### src/rtl/kart_pkg.sv
// Shared types and screen-geometry constants for the kart renderer's projection path.
package kart_pkg;

    typedef enum logic [2:0] {
        IDLE  = 3'd0,
        MULT  = 3'd1,
        ROT   = 3'd2,
        DIV_H = 3'd3,
        DIV_V = 3'd4,
        OUT   = 3'd5
    } proj_state_t;

    localparam int VIEW_H_MIN    = 512;
    localparam int VIEW_H_MAX    = 1023;
    localparam int VIEW_CENTER_H = 767;
    localparam int HORIZON_V     = 512;
    localparam int VIEW_V_MAX    = 767;
    localparam int TRIG_SHIFT    = 9;

    function automatic logic [7:0] sat_u8(input logic [31:0] val);
        return (val > 32'd255) ? 8'hFF : val[7:0];
    endfunction

endpackage

### src/rtl/serial_divider.sv
// Restoring unsigned divider, one quotient bit per cycle; done pulses DIV_W+1 cycles after start.
module serial_divider #(
    parameter int DIV_W = 20
) (
    input  logic             clk_in,
    input  logic             rst_in,
    input  logic             start_in,
    input  logic [DIV_W-1:0] num_in,
    input  logic [DIV_W-1:0] den_in,
    output logic             done_out,
    output logic [DIV_W-1:0] quo_out
);
    localparam int CNT_W = $clog2(DIV_W + 1);

    logic [DIV_W-1:0] quo_q, quo_d, rem_q, rem_d, den_q, den_d;
    logic [CNT_W-1:0] cnt_q, cnt_d;
    logic             done_q, done_d;
    logic [DIV_W:0]   rem_sh_s;

    // Shift-subtract step; a zero divisor always subtracts, giving an all-ones quotient.
    always_comb begin
        quo_d    = quo_q;
        rem_d    = rem_q;
        den_d    = den_q;
        cnt_d    = cnt_q;
        done_d   = 1'b0;
        rem_sh_s = {rem_q, quo_q[DIV_W-1]};
        if (start_in) begin
            quo_d = num_in;
            rem_d = '0;
            den_d = den_in;
            cnt_d = CNT_W'(DIV_W);
        end else if (cnt_q != '0) begin
            if (rem_sh_s >= {1'b0, den_q}) begin
                rem_d = DIV_W'(rem_sh_s - {1'b0, den_q});
                quo_d = {quo_q[DIV_W-2:0], 1'b1};
            end else begin
                rem_d = rem_sh_s[DIV_W-1:0];
                quo_d = {quo_q[DIV_W-2:0], 1'b0};
            end
            cnt_d  = cnt_q - CNT_W'(1);
            done_d = (cnt_q == CNT_W'(1));
        end else begin
            done_d = 1'b0;
        end
    end

    // Divider state registers.
    always_ff @(posedge clk_in or negedge rst_in) begin
        if (!rst_in) begin
            quo_q  <= '0;
            rem_q  <= '0;
            den_q  <= '0;
            cnt_q  <= '0;
            done_q <= 1'b0;
        end else begin
            quo_q  <= quo_d;
            rem_q  <= rem_d;
            den_q  <= den_d;
            cnt_q  <= cnt_d;
            done_q <= done_d;
        end
    end

    assign done_out = done_q;
    assign quo_out  = quo_q;

endmodule

### src/rtl/opponent_projector.sv
// Projects the opponent's world position onto the perspective viewport once per frame.
// Build option PROJ_ROUND_EN: round the heading rotation to nearest instead of flooring.
module opponent_projector
    import kart_pkg::*;
#(
    parameter int DIV_W    = 20,
    parameter int NEAR_MIN = 16,
    parameter int DEPTH_K  = 25600,
    parameter int SCALE_K  = 6400
) (
    input  logic               clk_in,
    input  logic               rst_in,
    input  logic               start_in,
    input  logic signed [10:0] cos_in,
    input  logic signed [10:0] sin_in,
    input  logic [10:0]        player_x,
    input  logic [10:0]        player_y,
    input  logic [10:0]        opponent_x,
    input  logic [10:0]        opponent_y,
    output logic               busy_out,
    output logic               done_out,
    output logic               visible_out,
    output logic [10:0]        hcount_out,
    output logic [9:0]         vcount_out,
    output logic [7:0]         scale_out
);
    localparam int SCALE_SHIFT = $clog2(DEPTH_K / SCALE_K);
    localparam int Q1_MAX      = 1023;
`ifdef PROJ_ROUND_EN
    localparam logic signed [23:0] ROUND_BIAS = 24'sd256;
`else
    localparam logic signed [23:0] ROUND_BIAS = 24'sd0;
`endif

    proj_state_t              state_q, state_d;
    logic signed [10:0]       cos_q, cos_d, sin_q, sin_d;
    logic [10:0]              px_q, px_d, py_q, py_d, ox_q, ox_d, oy_q, oy_d;
    logic signed [22:0]       p_xc_q, p_xc_d, p_ys_q, p_ys_d, p_xs_q, p_xs_d, p_yc_q, p_yc_d;
    logic                     cx_neg_q, cx_neg_d;
    logic signed [14:0]       cy_q, cy_d;
    logic [DIV_W-1:0]         q1_q, q1_d, div_num_q, div_num_d, div_den_q, div_den_d;
    logic                     div_start_q, div_start_d;
    logic                     busy_q, busy_d, done_q, done_d, vis_q, vis_d;
    logic [10:0]              h_q, h_d;
    logic [9:0]               v_q, v_d;
    logic [7:0]               s_q, s_d;

    logic signed [11:0]       dx_s, dy_s;
    logic signed [14:0]       cx_s, cy_s;
    logic [14:0]              cx_abs_s;
    logic [22:0]              num_wide_s;
    logic signed [11:0]       h_s;
    logic                     h_ok_s;
    logic                     div_done_s;
    logic [DIV_W-1:0]         div_quo_s;

    serial_divider #(.DIV_W(DIV_W)) u_div (
        .clk_in   (clk_in),
        .rst_in   (rst_in),
        .start_in (div_start_q),
        .num_in   (div_num_q),
        .den_in   (div_den_q),
        .done_out (div_done_s),
        .quo_out  (div_quo_s)
    );

    // Rotation into view space and horizontal placement from the captured quotient.
    always_comb begin
        dx_s       = $signed({1'b0, ox_q}) - $signed({1'b0, px_q});
        dy_s       = $signed({1'b0, oy_q}) - $signed({1'b0, py_q});
        cx_s       = 15'((24'(p_xc_q) + 24'(p_ys_q) + ROUND_BIAS) >>> TRIG_SHIFT);
        cy_s       = 15'((24'(p_yc_q) - 24'(p_xs_q) + ROUND_BIAS) >>> TRIG_SHIFT);
        cx_abs_s   = cx_s[14] ? 15'(-cx_s) : 15'(cx_s);
        num_wide_s = {cx_abs_s, 8'h00};
        h_s        = cx_neg_q ? 12'(VIEW_CENTER_H) + $signed({2'b00, q1_q[9:0]})
                              : 12'(VIEW_CENTER_H) - $signed({2'b00, q1_q[9:0]});
        h_ok_s     = (q1_q <= DIV_W'(Q1_MAX)) && (h_s >= 12'(VIEW_H_MIN)) && (h_s <= 12'(VIEW_H_MAX));
    end

    // Sequencer next-state; results only change on the cycle that raises done.
    always_comb begin
        state_d     = state_q;
        cos_d       = cos_q;
        sin_d       = sin_q;
        px_d        = px_q;
        py_d        = py_q;
        ox_d        = ox_q;
        oy_d        = oy_q;
        p_xc_d      = p_xc_q;
        p_ys_d      = p_ys_q;
        p_xs_d      = p_xs_q;
        p_yc_d      = p_yc_q;
        cx_neg_d    = cx_neg_q;
        cy_d        = cy_q;
        q1_d        = q1_q;
        div_num_d   = div_num_q;
        div_den_d   = div_den_q;
        div_start_d = 1'b0;
        busy_d      = busy_q;
        done_d      = 1'b0;
        vis_d       = vis_q;
        h_d         = h_q;
        v_d         = v_q;
        s_d         = s_q;
        case (state_q)
            IDLE: begin
                if (start_in) begin
                    cos_d   = cos_in;
                    sin_d   = sin_in;
                    px_d    = player_x;
                    py_d    = player_y;
                    ox_d    = opponent_x;
                    oy_d    = opponent_y;
                    busy_d  = 1'b1;
                    state_d = MULT;
                end else begin
                    state_d = IDLE;
                end
            end
            MULT: begin
                p_xc_d  = 23'(dx_s) * 23'(cos_q);
                p_ys_d  = 23'(dy_s) * 23'(sin_q);
                p_xs_d  = 23'(dx_s) * 23'(sin_q);
                p_yc_d  = 23'(dy_s) * 23'(cos_q);
                state_d = ROT;
            end
            ROT: begin
                cx_neg_d = cx_s[14];
                cy_d     = cy_s;
                if (cy_s < $signed(15'(NEAR_MIN))) begin
                    vis_d   = 1'b0;
                    h_d     = 11'd0;
                    v_d     = 10'd0;
                    s_d     = 8'd0;
                    done_d  = 1'b1;
                    busy_d  = 1'b0;
                    state_d = OUT;
                end else begin
                    // |cx|*256 beyond the divider width can only land off-screen.
                    div_num_d   = ((num_wide_s >> DIV_W) != 23'd0) ? '1 : DIV_W'(num_wide_s);
                    div_den_d   = DIV_W'($unsigned(cy_s));
                    div_start_d = 1'b1;
                    state_d     = DIV_H;
                end
            end
            DIV_H: begin
                if (div_done_s) begin
                    q1_d        = div_quo_s;
                    div_num_d   = DIV_W'(DEPTH_K);
                    div_den_d   = DIV_W'($unsigned(cy_q));
                    div_start_d = 1'b1;
                    state_d     = DIV_V;
                end else begin
                    state_d = DIV_H;
                end
            end
            DIV_V: begin
                if (div_done_s) begin
                    done_d  = 1'b1;
                    busy_d  = 1'b0;
                    state_d = OUT;
                    if (h_ok_s) begin
                        vis_d = 1'b1;
                        h_d   = 11'(h_s);
                        v_d   = (div_quo_s > DIV_W'(VIEW_V_MAX - HORIZON_V)) ? 10'(VIEW_V_MAX)
                                : 10'(HORIZON_V) + 10'(div_quo_s);
                        s_d   = sat_u8(32'(div_quo_s >> SCALE_SHIFT));
                    end else begin
                        vis_d = 1'b0;
                        h_d   = 11'd0;
                        v_d   = 10'd0;
                        s_d   = 8'd0;
                    end
                end else begin
                    state_d = DIV_V;
                end
            end
            OUT: begin
                state_d = IDLE;
            end
            default: begin
                state_d = IDLE;
            end
        endcase
    end

    // All sequencer, datapath and result registers.
    always_ff @(posedge clk_in or negedge rst_in) begin
        if (!rst_in) begin
            state_q     <= IDLE;
            cos_q       <= '0;
            sin_q       <= '0;
            px_q        <= '0;
            py_q        <= '0;
            ox_q        <= '0;
            oy_q        <= '0;
            p_xc_q      <= '0;
            p_ys_q      <= '0;
            p_xs_q      <= '0;
            p_yc_q      <= '0;
            cx_neg_q    <= 1'b0;
            cy_q        <= '0;
            q1_q        <= '0;
            div_num_q   <= '0;
            div_den_q   <= '0;
            div_start_q <= 1'b0;
            busy_q      <= 1'b0;
            done_q      <= 1'b0;
            vis_q       <= 1'b0;
            h_q         <= '0;
            v_q         <= '0;
            s_q         <= '0;
        end else begin
            state_q     <= state_d;
            cos_q       <= cos_d;
            sin_q       <= sin_d;
            px_q        <= px_d;
            py_q        <= py_d;
            ox_q        <= ox_d;
            oy_q        <= oy_d;
            p_xc_q      <= p_xc_d;
            p_ys_q      <= p_ys_d;
            p_xs_q      <= p_xs_d;
            p_yc_q      <= p_yc_d;
            cx_neg_q    <= cx_neg_d;
            cy_q        <= cy_d;
            q1_q        <= q1_d;
            div_num_q   <= div_num_d;
            div_den_q   <= div_den_d;
            div_start_q <= div_start_d;
            busy_q      <= busy_d;
            done_q      <= done_d;
            vis_q       <= vis_d;
            h_q         <= h_d;
            v_q         <= v_d;
            s_q         <= s_d;
        end
    end

    assign busy_out    = busy_q;
    assign done_out    = done_q;
    assign visible_out = vis_q;
    assign hcount_out  = h_q;
    assign vcount_out  = v_q;
    assign scale_out   = s_q;

endmodule

### config.mk
export PLATFORM = sky130hd
export DESIGN_NAME = opponent_projector
export DESIGN_NICKNAME = d
export VERILOG_FILES = /design/src/rtl/kart_pkg.sv /design/src/rtl/serial_divider.sv /design/src/rtl/opponent_projector.sv
export SDC_FILE = /design/constraint.sdc
export NUM_CORES = 2
export LEC_CHECK = 0
export CORE_ASPECT_RATIO = 1.25
export CORE_MARGIN = 1
export CORE_UTILIZATION = 58
export CTS_BUF_LIST = sky130_fd_sc_hd__clkbuf_4 sky130_fd_sc_hd__clkbuf_8 sky130_fd_sc_hd__clkbuf_16
export CTS_CLUSTER_SIZE = 16
export DETAILED_ROUTE_END_ITERATION = 8
export GPL_TIMING_DRIVEN = 0
export PLACE_DENSITY = 0.79
export SLEW_MARGIN = 20
export SYNTH_ARGS = -nofsm -noshare
export SYNTH_HDL_FRONTEND = slang
export SYNTH_SLANG_ARGS = --single-unit
### constraint.sdc
create_clock -name clk_in -period 7.25 [get_ports clk_in]
set_input_delay 1.45 -clock clk_in [delete_from_list [all_inputs] [get_ports clk_in]]
set_output_delay 1.45 -clock clk_in [all_outputs]
set_load 0.02 [all_outputs]
==> tab_implementation.tex <==
\begin{tabular}{lr}
\hline
Metric & Value \\
\hline
\multicolumn{2}{l}{\textbf{Outcome}} \\
Run status & finished with violations \\
Violated checks & setup timing \\
\multicolumn{2}{l}{\textbf{Worst setup path}} \\
Maximum net fanout on the critical path & 6 \\
Endpoint required time on the critical path & about 7.7 ns \\
Kind of end point of the critical path & flop \\
Data arrival time of the critical path & $\sim$7.8 ns \\
Type of the setup path with the least slack & reg2reg \\
Peak per-stage delay on the critical path & about 0.54 ns \\
Setup crit start kind & flop \\
Dominant cell type by count on the critical path & sky130\_fd\_sc\_hd\_\_fa\_1 \\
Cell at the slowest stage of the critical path & sky130\_fd\_sc\_hd\_\_fa\_1 \\
\multicolumn{2}{l}{\textbf{Finish}} \\
Number of fill cells in the layout & slightly below 5k \\
Area occupied by registers & $\sim$8000 sq um \\
Area used by multi-input combinational logic & between 20,000 and 30,000 sq um \\
Area Overhead vs Synth & 15.8\% \\
Final Instance Count excl. Fillers & 5,137 \\
Cell area after layout & 42,800 sq um \\
Nets & 5,129 \\
Proportion of layout cells with a drive suffix above 1 & roughly 14\% \\
\multicolumn{2}{l}{\textbf{Synth}} \\
Cell types occupying the most area after synthesis & sky130\_fd\_sc\_hd\_\_fa\_1 27\%, sky130\_fd\_sc\_hd\_\_dfrtp\_1 22\%, sky130\_fd\_sc\_hd\_\_ha\_1 9.6\%, sky130\_fd\_sc\_hd\_\_inv\_1 7.5\%, sky130\_fd\_sc\_hd\_\_nand2\_1 5.0\% \\
Number of warning messages in the yosys log & 0 \\
Avg Cell Area, Syn & $\sim$9 sq um \\
Dominant synthesized flop cell & sky130\_fd\_sc\_hd\_\_dfrtp\_1 \\
Count of mapped cells out of synthesis & slightly above 4k \\
Mapped cell area & approximately 37,000 sq um \\
Sequential-to-total area share from yosys stat & around 22\% \\
Number of enable flip-flop cells after synthesis & 0 \\
Fraction of post-synthesis cell area in the top cell type by area & between 20\% and 30\% \\
Count of state elements after synthesis & 319 \\
Count of different cell masters after synthesis & between 80 and 90 \\
Syn\_nets & just under 5k \\
Biggest area consumer among synthesized cells & sky130\_fd\_sc\_hd\_\_fa\_1 \\
Async set-reset flop share out of synthesis & between 90\% and 100\% \\
\multicolumn{2}{l}{\textbf{GRT}} \\
First-pass GRT wire length & between 150 and 200 mm \\
Number of global-route vias before repair & slightly above 30k \\
Pin count of the biggest net entering global routing & 96 \\
Overflow left after global routing & 0 \\
GRT Util Overall & between 30\% and 40\% \\
Met1 Use GR & roughly a third \\
Grt met2 use & 55.5\% \\
Met3 Usage GRT & just over 6\% \\
Antenna violations before repair & 5 \\
Global route hottest layer & met2 \\
\multicolumn{2}{l}{\textbf{STA}} \\
Worst slew pin tran & roughly 1.2 ns \\
Endpoints failing hold & 0 \\
Min cycle time layout & roughly 7.3 ns \\
Relative slew slack & 19.8\% \\
Max Freq & around 140 MHz \\
Worst Skew & $\sim$0.041 ns \\
Period utilization & 101\% \\
TNS Setup & -0.170 ns \\
Max-slew violation count & 0 \\
Fin Hold WS & between 0.4 and 0.5 ns \\
Final worst-path setup slack & -0.0789 ns \\
Setup repair after global routing missed its margin & true \\
\# setup viols final & 5 \\
\multicolumn{2}{l}{\textbf{Die}} \\
I/O Pins & $\sim$100 \\
Die boundary width & 228 um \\
Effective utilization at floorplan & about three fifths \\
Die extent in y & between 200 and 300 um \\
Num rows & 103 \\
Area of the core region & between 60,000 and 70,000 sq um \\
Die footprint & 64,800 sq um \\
\multicolumn{2}{l}{\textbf{Placement}} \\
Final weighted congestion in routability-driven placement & roughly 0.96 \\
Hpwl dp & 79.1 mm \\
Post-placement cell count & slightly below 5k \\
Post-DP Area & slightly below 40,000 sq um \\
Number of buffer cells added on primary ports & 100 \\
\multicolumn{2}{l}{\textbf{Clock tree}} \\
Maximum buffer depth of the clock tree & 3 \\
Cts bufs inserted & 35 \\
Clock root buffer & sky130\_fd\_sc\_hd\_\_clkbuf\_16 \\
Total number of clock tree sinks & $\sim$320 \\
Post-CTS clock slew at the launch and capture registers of the worst setup and hold paths & roughly 0.060 ns \\
Depth of the CTS H-tree & 2 \\
Worst-Skew Late Latency & between 0.5 and 0.6 ns \\
Clock tree from TritonCTS & built \\
\multicolumn{2}{l}{\textbf{Flow run}} \\
MaxCap Viol Count & 0 \\
\multicolumn{2}{l}{\textbf{Routing}} \\
Total number of vias & 29.2k \\
Number of nets still failing antenna checks after routing & 0 \\
First DRT Iteration DRCs & between 1.5k and 2k \\
Drt total wl & roughly 100 mm \\
Number of detailed-route iterations in the first pass & 6 \\
Mean number of vias per cell & roughly 5.7 \\
Average detailed-routed wire length per instance & about 20 um \\
Remaining DRCs & 0 \\
\multicolumn{2}{l}{\textbf{Min path}} \\
Tightest Hold Check Type & reg2reg \\
\hline
\end{tabular}
## kinds of logic after synthesis
group / after synthesis / share of synthesized area (%)
mux: 97 / 2.90
flops: 319 / 21.6
simple gates: 1165 / 15.3
compound gates: 596 / 10.3
buf+inv: 909 / 9.27
xor+xnor: 150 / 3.55
fa+ha+maj: 792 / 37.1
## synth_stat cells (all sizes together) (12+ instances only)
cell and instances:
buf 15, a31oi 23, a21o 40, a21boi 14, inv 740, a21oi 120
o21a 15, nand4 17, clkbuf 154, nand2b 26, nor3 35, xor2 47
mux2 81, xnor2 103, dfrtp 319, and3 12, nor2b 58, o31ai 40
mux2i 16, nand2 495, fa 507, o21ai 230, nor2 176, or3 15
ha 285, nand3 35, and2 248, a211oi 26, o21bai 13
## worst max-delay path: cells and delay by family (launching register included)
| family | cells | cell delay [ns] |
|---|---|---|
| and+or+nand+nor | 6 | 1.03 |
| buffers and inverters | 8 | 0.89 |
| adders and majority gates | 7 | 3.23 |
| AOI/OAI and AO/OA | 9 | 1.22 |
| DFF | 1 | 0.36 |
| xor gates and xnor gates | 2 | 0.48 |
## registers in the layout, indices dropped and copies added (netlist names), 13 cells and up
signal / cells
p_xc_q: 23
p_xs_q: 23
p_yc_q: 23
p_ys_q: 23
q1_q: 20
u_div.quo_out: 20
u_div.rem_q: 20
cy_q: 15
div_den_q: 15
u_div.den_q: 15
div_num_q: 13
## through the flow
| stage | worst slack (ns) | util [%] |
|---|---|---|
| 5_1_grt | -0.330 | 67.8 |
| 3_3_place_gp | -9.05 | 61.8 |
| 6_report | -0.0789 | 67.8 |
| 3_5_place_dp | -1.40 | 61.9 |
| 2_1_floorplan | 0.0809 | - |
| 4_1_cts | 0.00872 | 65.8 |
## placed cells by master (no fill, tap or decap), types with 12 or more instances in the layout
| cell type | Yosys | final |
|---|---|---|
| sky130_fd_sc_hd__dfrtp_1 | 319 | 319 |
| sky130_fd_sc_hd__o21ai_1 | 5 | 27 |
| sky130_fd_sc_hd__clkbuf_8 | 0 | 18 |
| sky130_fd_sc_hd__a21oi_2 | 0 | 25 |
| sky130_fd_sc_hd__nand2b_1 | 26 | 24 |
| sky130_fd_sc_hd__xor2_1 | 47 | 35 |
| sky130_fd_sc_hd__buf_4 | 0 | 93 |
| sky130_fd_sc_hd__mux2i_1 | 16 | 16 |
| sky130_fd_sc_hd__nor2b_1 | 58 | 54 |
| sky130_fd_sc_hd__o31ai_1 | 37 | 36 |
| sky130_fd_sc_hd__fa_1 | 507 | 482 |
| sky130_fd_sc_hd__clkbuf_1 | 154 | 119 |
| sky130_fd_sc_hd__ha_4 | 0 | 26 |
| sky130_fd_sc_hd__fa_2 | 0 | 25 |
| sky130_fd_sc_hd__inv_2 | 0 | 29 |
| sky130_fd_sc_hd__a211oi_1 | 24 | 21 |
| sky130_fd_sc_hd__o21ai_0 | 222 | 182 |
| sky130_fd_sc_hd__xnor2_2 | 0 | 13 |
| sky130_fd_sc_hd__o21ai_2 | 3 | 20 |
| sky130_fd_sc_hd__xnor2_1 | 103 | 86 |
| sky130_fd_sc_hd__mux2_2 | 81 | 81 |
| sky130_fd_sc_hd__nand3_1 | 35 | 30 |
| sky130_fd_sc_hd__inv_1 | 740 | 711 |
| sky130_fd_sc_hd__and2_1 | 247 | 243 |
| sky130_fd_sc_hd__ha_1 | 285 | 248 |
| sky130_fd_sc_hd__nand4_1 | 15 | 15 |
| sky130_fd_sc_hd__a21oi_1 | 120 | 88 |
| sky130_fd_sc_hd__nor3_1 | 35 | 30 |
| sky130_fd_sc_hd__clkbuf_16 | 0 | 35 |
| sky130_fd_sc_hd__nor2_1 | 175 | 168 |
| sky130_fd_sc_hd__buf_2 | 12 | 12 |
| sky130_fd_sc_hd__nand2_1 | 494 | 472 |
| sky130_fd_sc_hd__clkdlybuf4s50_1 | 0 | 99 |
| sky130_fd_sc_hd__a31oi_1 | 20 | 17 |
| sky130_fd_sc_hd__o21a_1 | 15 | 15 |
| sky130_fd_sc_hd__o21bai_1 | 13 | 12 |
| sky130_fd_sc_hd__nand2_2 | 0 | 17 |
| sky130_fd_sc_hd__a21o_1 | 40 | 40 |
## cell type report
| cell class | instances | share of cell area (%) |
|---|---|---|
| inverters | 740 | 6.49 |
| flip-flops and latches | 319 | 18.6 |
| diodes | 4 | 0.0234 |
| repair buffers | 205 | 4.56 |
| well taps | 840 | 2.45 |
| clock buffers | 45 | 2.28 |
| plain buffers | 167 | 1.98 |
| clock inverters | 17 | 0.523 |
| multi-input cells | 2800 | 63.1 |
## final timing paths
check	slack, ns	endpoint	cells after the start	start
min reg2reg	0.48	scale_out[5]	2	scale_out[5]
max in group asynchronous	5.07	oy_q[8]	3	rst_in
min	0.48	scale_out[5]	2	scale_out[5]
max	-0.08	p_ys_q[22]	32	py_q[1]
max reg2reg	-0.08	p_ys_q[22]	32	py_q[1]
min in group asynchronous	0.87	p_xc_q[22]	1	rst_in
## timing repair
item,4_1_cts,5_1_grt
gates resized for setup,210,238
setup endpoints to repair,41,31
hold endpoints to repair,0,0
gates cloned,2,0
hold buffers,0,0
pin swaps,72,191
setup buffers,51,49
## metal layers
metal / vias to the layer above / wire [um]
met3: 439 / 7070
met2: 1130 / 51800
met5: - / 39
met1: 14497 / 35600
met4: 6 / 9010
li1: 13155 / -
Power is left out: the tool's default activity adds up to more than one toggle a clock period on the data nets, which glitch-free logic cannot reach.
